`src/rtl/seq_alu.sv`:
```
// Multi-cycle integer ALU: ADD/SUB in one step, shift-add MUL and restoring DIV/MOD over WIDTH steps.
// Define SEQ_ALU_SIGNED_EN to add the sgn port and two's-complement operation.
module seq_alu #(
  parameter  int WIDTH = 16,
  localparam int CW    = $clog2(WIDTH + 1)
) (
  input  logic               clk,
  input  logic               rst,
`ifdef SEQ_ALU_SIGNED_EN
  input  logic               sgn,
`endif
  input  logic               start,
  input  logic [3:0]         opcode,
  input  logic [WIDTH-1:0]   input1,
  input  logic [WIDTH-1:0]   input2,
  output logic               busy,
  output logic               done,
  output logic [2*WIDTH-1:0] result,
  output logic [1:0]         error
);

  localparam int RW = 2 * WIDTH;

  localparam logic [3:0] OP_ADD = 4'd1;
  localparam logic [3:0] OP_SUB = 4'd2;
  localparam logic [3:0] OP_MUL = 4'd3;
  localparam logic [3:0] OP_DIV = 4'd4;
  localparam logic [3:0] OP_MOD = 4'd5;

  typedef enum logic [1:0] {S_IDLE, S_CALC, S_FIN} state_t;

  state_t           state_q;
  logic             busy_q, done_q;
  logic [RW-1:0]    result_q;
  logic [1:0]       error_q;
  logic [CW-1:0]    cnt_q;
  logic [3:0]       op_q;
  logic [RW-1:0]    a_q;    // MUL: shifting multiplicand; DIV/MOD: dividend/quotient in low bits
  logic [WIDTH-1:0] b_q;    // MUL: shifting multiplier; DIV/MOD: divisor
  logic [RW-1:0]    acc_q;  // MUL: partial product; DIV/MOD: partial remainder in low bits
  logic             neg_q, sgn_q;

  logic sgn_in;
`ifdef SEQ_ALU_SIGNED_EN
  assign sgn_in = sgn;
`else
  assign sgn_in = 1'b0;
`endif

  // True when the upper WIDTH+1 bits of a 2*WIDTH result are a pure sign extension.
  function automatic logic fits_signed(input logic [WIDTH:0] top);
    return (top == '0) || (top == '1);
  endfunction

  logic             neg1, neg2;
  logic [WIDTH-1:0] mag1, mag2;
  logic [RW-1:0]    ext1, ext2, sum_w, diff_w;
  logic             add_ovf, sub_ovf;

  assign neg1    = sgn_in & input1[WIDTH-1];
  assign neg2    = sgn_in & input2[WIDTH-1];
  assign mag1    = neg1 ? -input1 : input1;
  assign mag2    = neg2 ? -input2 : input2;
  assign ext1    = {{WIDTH{neg1}}, input1};
  assign ext2    = {{WIDTH{neg2}}, input2};
  assign sum_w   = ext1 + ext2;
  assign diff_w  = ext1 - ext2;
  assign add_ovf = sgn_in ? !fits_signed(sum_w[RW-1:WIDTH-1]) : sum_w[WIDTH];
  assign sub_ovf = sgn_in ? !fits_signed(diff_w[RW-1:WIDTH-1]) : (input2 > input1);

  logic [RW-1:0]    mul_acc_d;
  logic [WIDTH:0]   div_sh, div_sub;
  logic             div_ge;
  logic [WIDTH-1:0] div_rem_d, div_quo_d;

  assign mul_acc_d = acc_q + (b_q[0] ? a_q : '0);
  assign div_sh    = {acc_q[WIDTH-1:0], a_q[WIDTH-1]};
  assign div_sub   = div_sh - {1'b0, b_q};
  // No borrow out of the trial subtraction means the shifted remainder covers the divisor.
  assign div_ge    = !div_sub[WIDTH];
  assign div_rem_d = div_ge ? div_sub[WIDTH-1:0] : div_sh[WIDTH-1:0];
  assign div_quo_d = {a_q[WIDTH-2:0], div_ge};

  logic [RW-1:0] raw_res, fin_res;
  logic          fin_ovf;

  // NOTE: every always_comb output is assigned on all paths so no latch is inferred.
  always_comb begin
    case (op_q)
      OP_MUL:  raw_res = mul_acc_d;
      OP_DIV:  raw_res = {{WIDTH{1'b0}}, div_quo_d};
      default: raw_res = {{WIDTH{1'b0}}, div_rem_d};
    endcase
    fin_res = neg_q ? -raw_res : raw_res;
    fin_ovf = sgn_q ? !fits_signed(fin_res[RW-1:WIDTH-1])
                    : ((op_q == OP_MUL) && (raw_res[RW-1:WIDTH] != '0));
  end

  // NOTE: sequential state uses non-blocking assignments only, so every register sees pre-edge values.
  always_ff @(posedge clk) begin
    if (rst) begin
      // NOTE: datapath registers are reset too; they are few and it keeps simulation X-free.
      state_q  <= S_IDLE;
      busy_q   <= 1'b0;
      done_q   <= 1'b0;
      result_q <= '0;
      error_q  <= 2'b00;
      cnt_q    <= '0;
      op_q     <= '0;
      a_q      <= '0;
      b_q      <= '0;
      acc_q    <= '0;
      neg_q    <= 1'b0;
      sgn_q    <= 1'b0;
    end else begin
      done_q <= 1'b0;
      case (state_q)
        S_IDLE: begin
          if (start) begin
            op_q  <= opcode;
            cnt_q <= '0;
            acc_q <= '0;
            a_q   <= {{WIDTH{1'b0}}, mag1};
            b_q   <= mag2;
            sgn_q <= sgn_in;
            neg_q <= (opcode == OP_MOD) ? neg1 : (neg1 ^ neg2);
            case (opcode)
              OP_ADD: begin
                result_q <= sum_w;
                error_q  <= {1'b0, add_ovf};
                done_q   <= 1'b1;
                state_q  <= S_FIN;
              end
              OP_SUB: begin
                result_q <= diff_w;
                error_q  <= {1'b0, sub_ovf};
                done_q   <= 1'b1;
                state_q  <= S_FIN;
              end
              OP_MUL: begin
                busy_q  <= 1'b1;
                state_q <= S_CALC;
              end
              OP_DIV, OP_MOD: begin
                if (input2 == '0) begin
                  result_q <= '0;
                  error_q  <= 2'b10;
                  done_q   <= 1'b1;
                  state_q  <= S_FIN;
                end else begin
                  busy_q  <= 1'b1;
                  state_q <= S_CALC;
                end
              end
              default: begin
                result_q <= '0;
                error_q  <= 2'b00;
                done_q   <= 1'b1;
                state_q  <= S_FIN;
              end
            endcase
          end
        end
        S_CALC: begin
          cnt_q <= cnt_q + CW'(1);
          if (op_q == OP_MUL) begin
            acc_q <= mul_acc_d;
            a_q   <= {a_q[RW-2:0], 1'b0};
            b_q   <= {1'b0, b_q[WIDTH-1:1]};
          end else begin
            acc_q <= {{WIDTH{1'b0}}, div_rem_d};
            a_q   <= {{WIDTH{1'b0}}, div_quo_d};
          end
          if (cnt_q == CW'(WIDTH - 1)) begin
            result_q <= fin_res;
            error_q  <= {1'b0, fin_ovf};
            busy_q   <= 1'b0;
            done_q   <= 1'b1;
            state_q  <= S_FIN;
          end
        end
        default: begin
          state_q <= S_IDLE;
        end
      endcase
    end
  end

  assign busy   = busy_q;
  assign done   = done_q;
  assign result = result_q;
  assign error  = error_q;

endmodule

```
`config.mk`:
```
export PLATFORM = sky130hd
export DESIGN_NAME = seq_alu
export DESIGN_NICKNAME = d
export VERILOG_FILES = /design/src/rtl/seq_alu.sv
export SDC_FILE = /design/constraint.sdc
export NUM_CORES = 1
export LEC_CHECK = 0
export BUFFER_PORTS_ARGS = -buffer_cell sky130_fd_sc_hd__clkbuf_2
export CAP_MARGIN = 20
export CORE_MARGIN = 2
export CORE_UTILIZATION = 45
export CTS_CLUSTER_DIAMETER = 80
export DETAILED_ROUTE_END_ITERATION = 10
export SLEW_MARGIN = 15
export SYNTH_ARGS = -nofsm -noshare
export SYNTH_HDL_FRONTEND = slang
export SYNTH_SLANG_ARGS = --single-unit
```
`constraint.sdc`:
```
create_clock -name clk -period 3.4 [get_ports clk]
set_clock_uncertainty 0.05 [all_clocks]
set_input_delay 0.68 -clock clk [delete_from_list [all_inputs] [get_ports clk]]
set_output_delay 0.68 -clock clk [all_outputs]
set_load 0.05 [all_outputs]
```
==> impl_metrics.env <==
export IMPL_ys_ff_latch=127
export IMPL_synth_area_per_cell_um2=7.266
export IMPL_num_nets_final=1731
export IMPL_dp_cells=1851
export IMPL_yosys_warnings=0
export IMPL_hold_path_class="reg -> reg"
export IMPL_drtIter0Drc=811
export IMPL_yosys_most_used_dff="dfxtp_1"
export IMPL_reg2reg_from="b_q[0]"
export IMPL_cts_path_max_buffers=2
export IMPL_dpl_hpwl_um=25250
export IMPL_synthSimpleGateAreaFrac=0.2310
export IMPL_grt_remaining_overflow=0
export IMPL_grt_max_degree=81
export IMPL_postSynthCellCount=1356
export IMPL_synth_area_top_cells="dfxtp_1, ha_1, nand2_1, a21oi_1, nor2_1"
export IMPL_synth_edf_count=0
export IMPL_max_freq_mhz=289.9
export IMPL_ios=75
export IMPL_critPathKind="reg -> reg"
export IMPL_dieArea_um2=23090
export IMPL_crit_fanout=20
export IMPL_period_needed_ns=3.449
export IMPL_startpoint="b_q[0]"
export IMPL_synthArstFlopShare=0
export IMPL_setup_ws_ns=-0.04915
export IMPL_layout_drive_gt1_share=0.2644
export IMPL_design_area_um2=13140
export IMPL_viasPerCell=5.722
export IMPL_syn_to_final_growth_pct=33.38
export IMPL_power_density_nw_per_um2=371.0
export IMPL_drtPass1Iterations=5
export IMPL_synth_xor_area_frac=0.04089
export IMPL_rsz0062_at_grt="yes"
export IMPL_synth_top_area_share=0.2580
export IMPL_ir_drop_uv=280.4
export IMPL_synthAdderAreaFrac=0.1123
export IMPL_synth_area_um2=9853
export IMPL_synth_compound_area_share=0.2823
export IMPL_period_share=1.014
export IMPL_gp_congestion=0.9415
export IMPL_finalMaxSlewViolations=0
export IMPL_track_usage=0.2883
export IMPL_dr_total_vias=10867
export IMPL_end_kind="flop"
export IMPL_synth_mux_area_frac=0.01816
export IMPL_cp_start_kind="flop"
export IMPL_die_w_um=152.0
export IMPL_place_area_um2=12010
export IMPL_antenna_cells=0
export IMPL_postCtsHoldBufs=0
export IMPL_setup_viol=1
export IMPL_seq_area_frac_synth=0.2580
export IMPL_io_buffers=74
export IMPL_detail_route_wl_per_cell_um=17.97
export IMPL_hold_ws_ns=0.4003
export IMPL_worstPathRequired_ns=3.66
export IMPL_violations="setup timing"
export IMPL_wl_um=34120
export IMPL_synth_top_area_cell="dfxtp_1"
export IMPL_outcome="finished with violations"
export IMPL_max_cap_violations=0
export IMPL_ant_nets=0
export IMPL_drc=0
export IMPL_hold_viol_final=0
export IMPL_grt_first_pass_wirelength_um=54510
export IMPL_cp_arrival_ns=3.71
export IMPL_synth_cell_types=66
export IMPL_htreeDepth=4
export IMPL_cts_tree="built"
export IMPL_antenna_found_initial=0
export IMPL_cts_sink_count=127
export IMPL_finalNonFillerCells=1899
export IMPL_cts_root_buf="clkbuf_16"
export IMPL_num_rows=54
export IMPL_start_util=0.4543
export IMPL_tightestPinTransition_ns=0.9025
export IMPL_grt_pass1_vias=10307
export IMPL_clock_latency_ns=0.43
export IMPL_slew_headroom=0.3969
export IMPL_hp_start="result[8]"
export IMPL_synth_top_family_by_area="compound AO/OA/AOI/OAI gates"
export IMPL_clk_pin_slew_ns=0.06
export IMPL_cts_inserted_buffers=17
export IMPL_power_mw=4.876
export IMPL_die_h_um=152.0
export IMPL_core_area_um2=21690
export IMPL_power_leakage_nw=5.655
export IMPL_syn_nets=1481
-- worst paths after layout --
| path | slack, ns | end | cells after the start |
|---|---|---|---|
| min reg2reg | 0.40 | result[8] | 2 |
| max reg2reg | -0.05 | error[0] | 12 |
| max | -0.05 | error[0] | 12 |
| min | 0.40 | result[8] | 2 |
-- what timing repair did --
item,4_1_cts,5_1_grt
setup buffers,10,6
pin swaps,18,29
resized for setup,43,45
endpoints found under the setup margin,4,26
-- metal layers --
metal  vias up  track usage  wire length [um]
met5         -            0                 0
met3        33      0.03508              1642
met2       305       0.4537             15230
met4         0      0.05874               414
li1       5371            -                 -
met1      5158       0.4246             16830
-- cells in the mapped netlist, drive strengths merged, types with 11 or more instances --
library cell	number
o21a	14
a21oi	134
nand3	20
a22oi	28
inv	69
nand2	182
nand2b	11
and2	32
dfxtp	127
clkbuf	68
xnor2	38
o21ai	68
nor2b	14
o211ai	21
nor2	163
a211oi	19
ha	82
nor3	49
a21o	12
buf	11
a311oi	33
-- placed cells by master, fill, tap and decap left out, types with 47 or more instances in the layout --
master	instances
nor3_1	47
inv_1	67
nor2_1	159
nand2_1	181
buf_4	231
clkbuf_2	73
a21oi_1	119
dfxtp_1	126
ha_1	69
o21ai_0	54
-- cell type report --
class                      instances  area, um2
fill                            2002       8546
inverter                          69      259.0
tap                              280      350.3
multi-input combinational       1081       7202
sequential                       127       2546
clock buffer                      19      432.9
timing repair buffer             310       2197
clock inverter                    13      155.1
-- power by group --
group	internal, mW	switching [mW]	total, mW
logic	0.548	0.800	1.35
registers	1.57	0.0640	1.63
clock network	1.10	0.797	1.90
total	3.21	1.66	4.88
-- flip-flops by register name, indices dropped and copies added, names as in the netlist --
register  count
acc_q        32
a_q          32
result       32
done          1
cnt_q         5
state_q       2
busy          1
b_q          16
error         2
op_q          4
-- cells by family after synthesis --
family / count (synthesis)
fa+ha+maj: 86
compound gates: 420
simple gates: 512
xor+xnor: 46
buf+inv: 148
mux: 17
flops: 127
-- per-stage QoR --
stage	setup WS, ns	setup TNS [ns]	util
CTS	-0.02836	-0.02836	0.5946
global route	-0.1762	-0.1888	0.6060
floorplan	0.03386	0	-
global placement	-0.4352	-3.538	0.5536
finish	-0.04915	-0.04915	0.6060
detailed placement	-0.4925	-4.420	0.5536
-- worst max-delay path, stage by stage, from the launching register on --
cell,delay [ns]
dfxtp_4,0.38
buf_8,0.16
and2_1,0.14
ha_1,0.32
a21oi_2,0.21
o211a_1,0.29
nand3_4,0.12
a311oi_4,0.35
xnor2_2,0.15
a2111oi_2,0.23
nand4_1,0.15
or4b_1,0.52
o31a_1,0.25
Power figures use the tool's default switching activity.
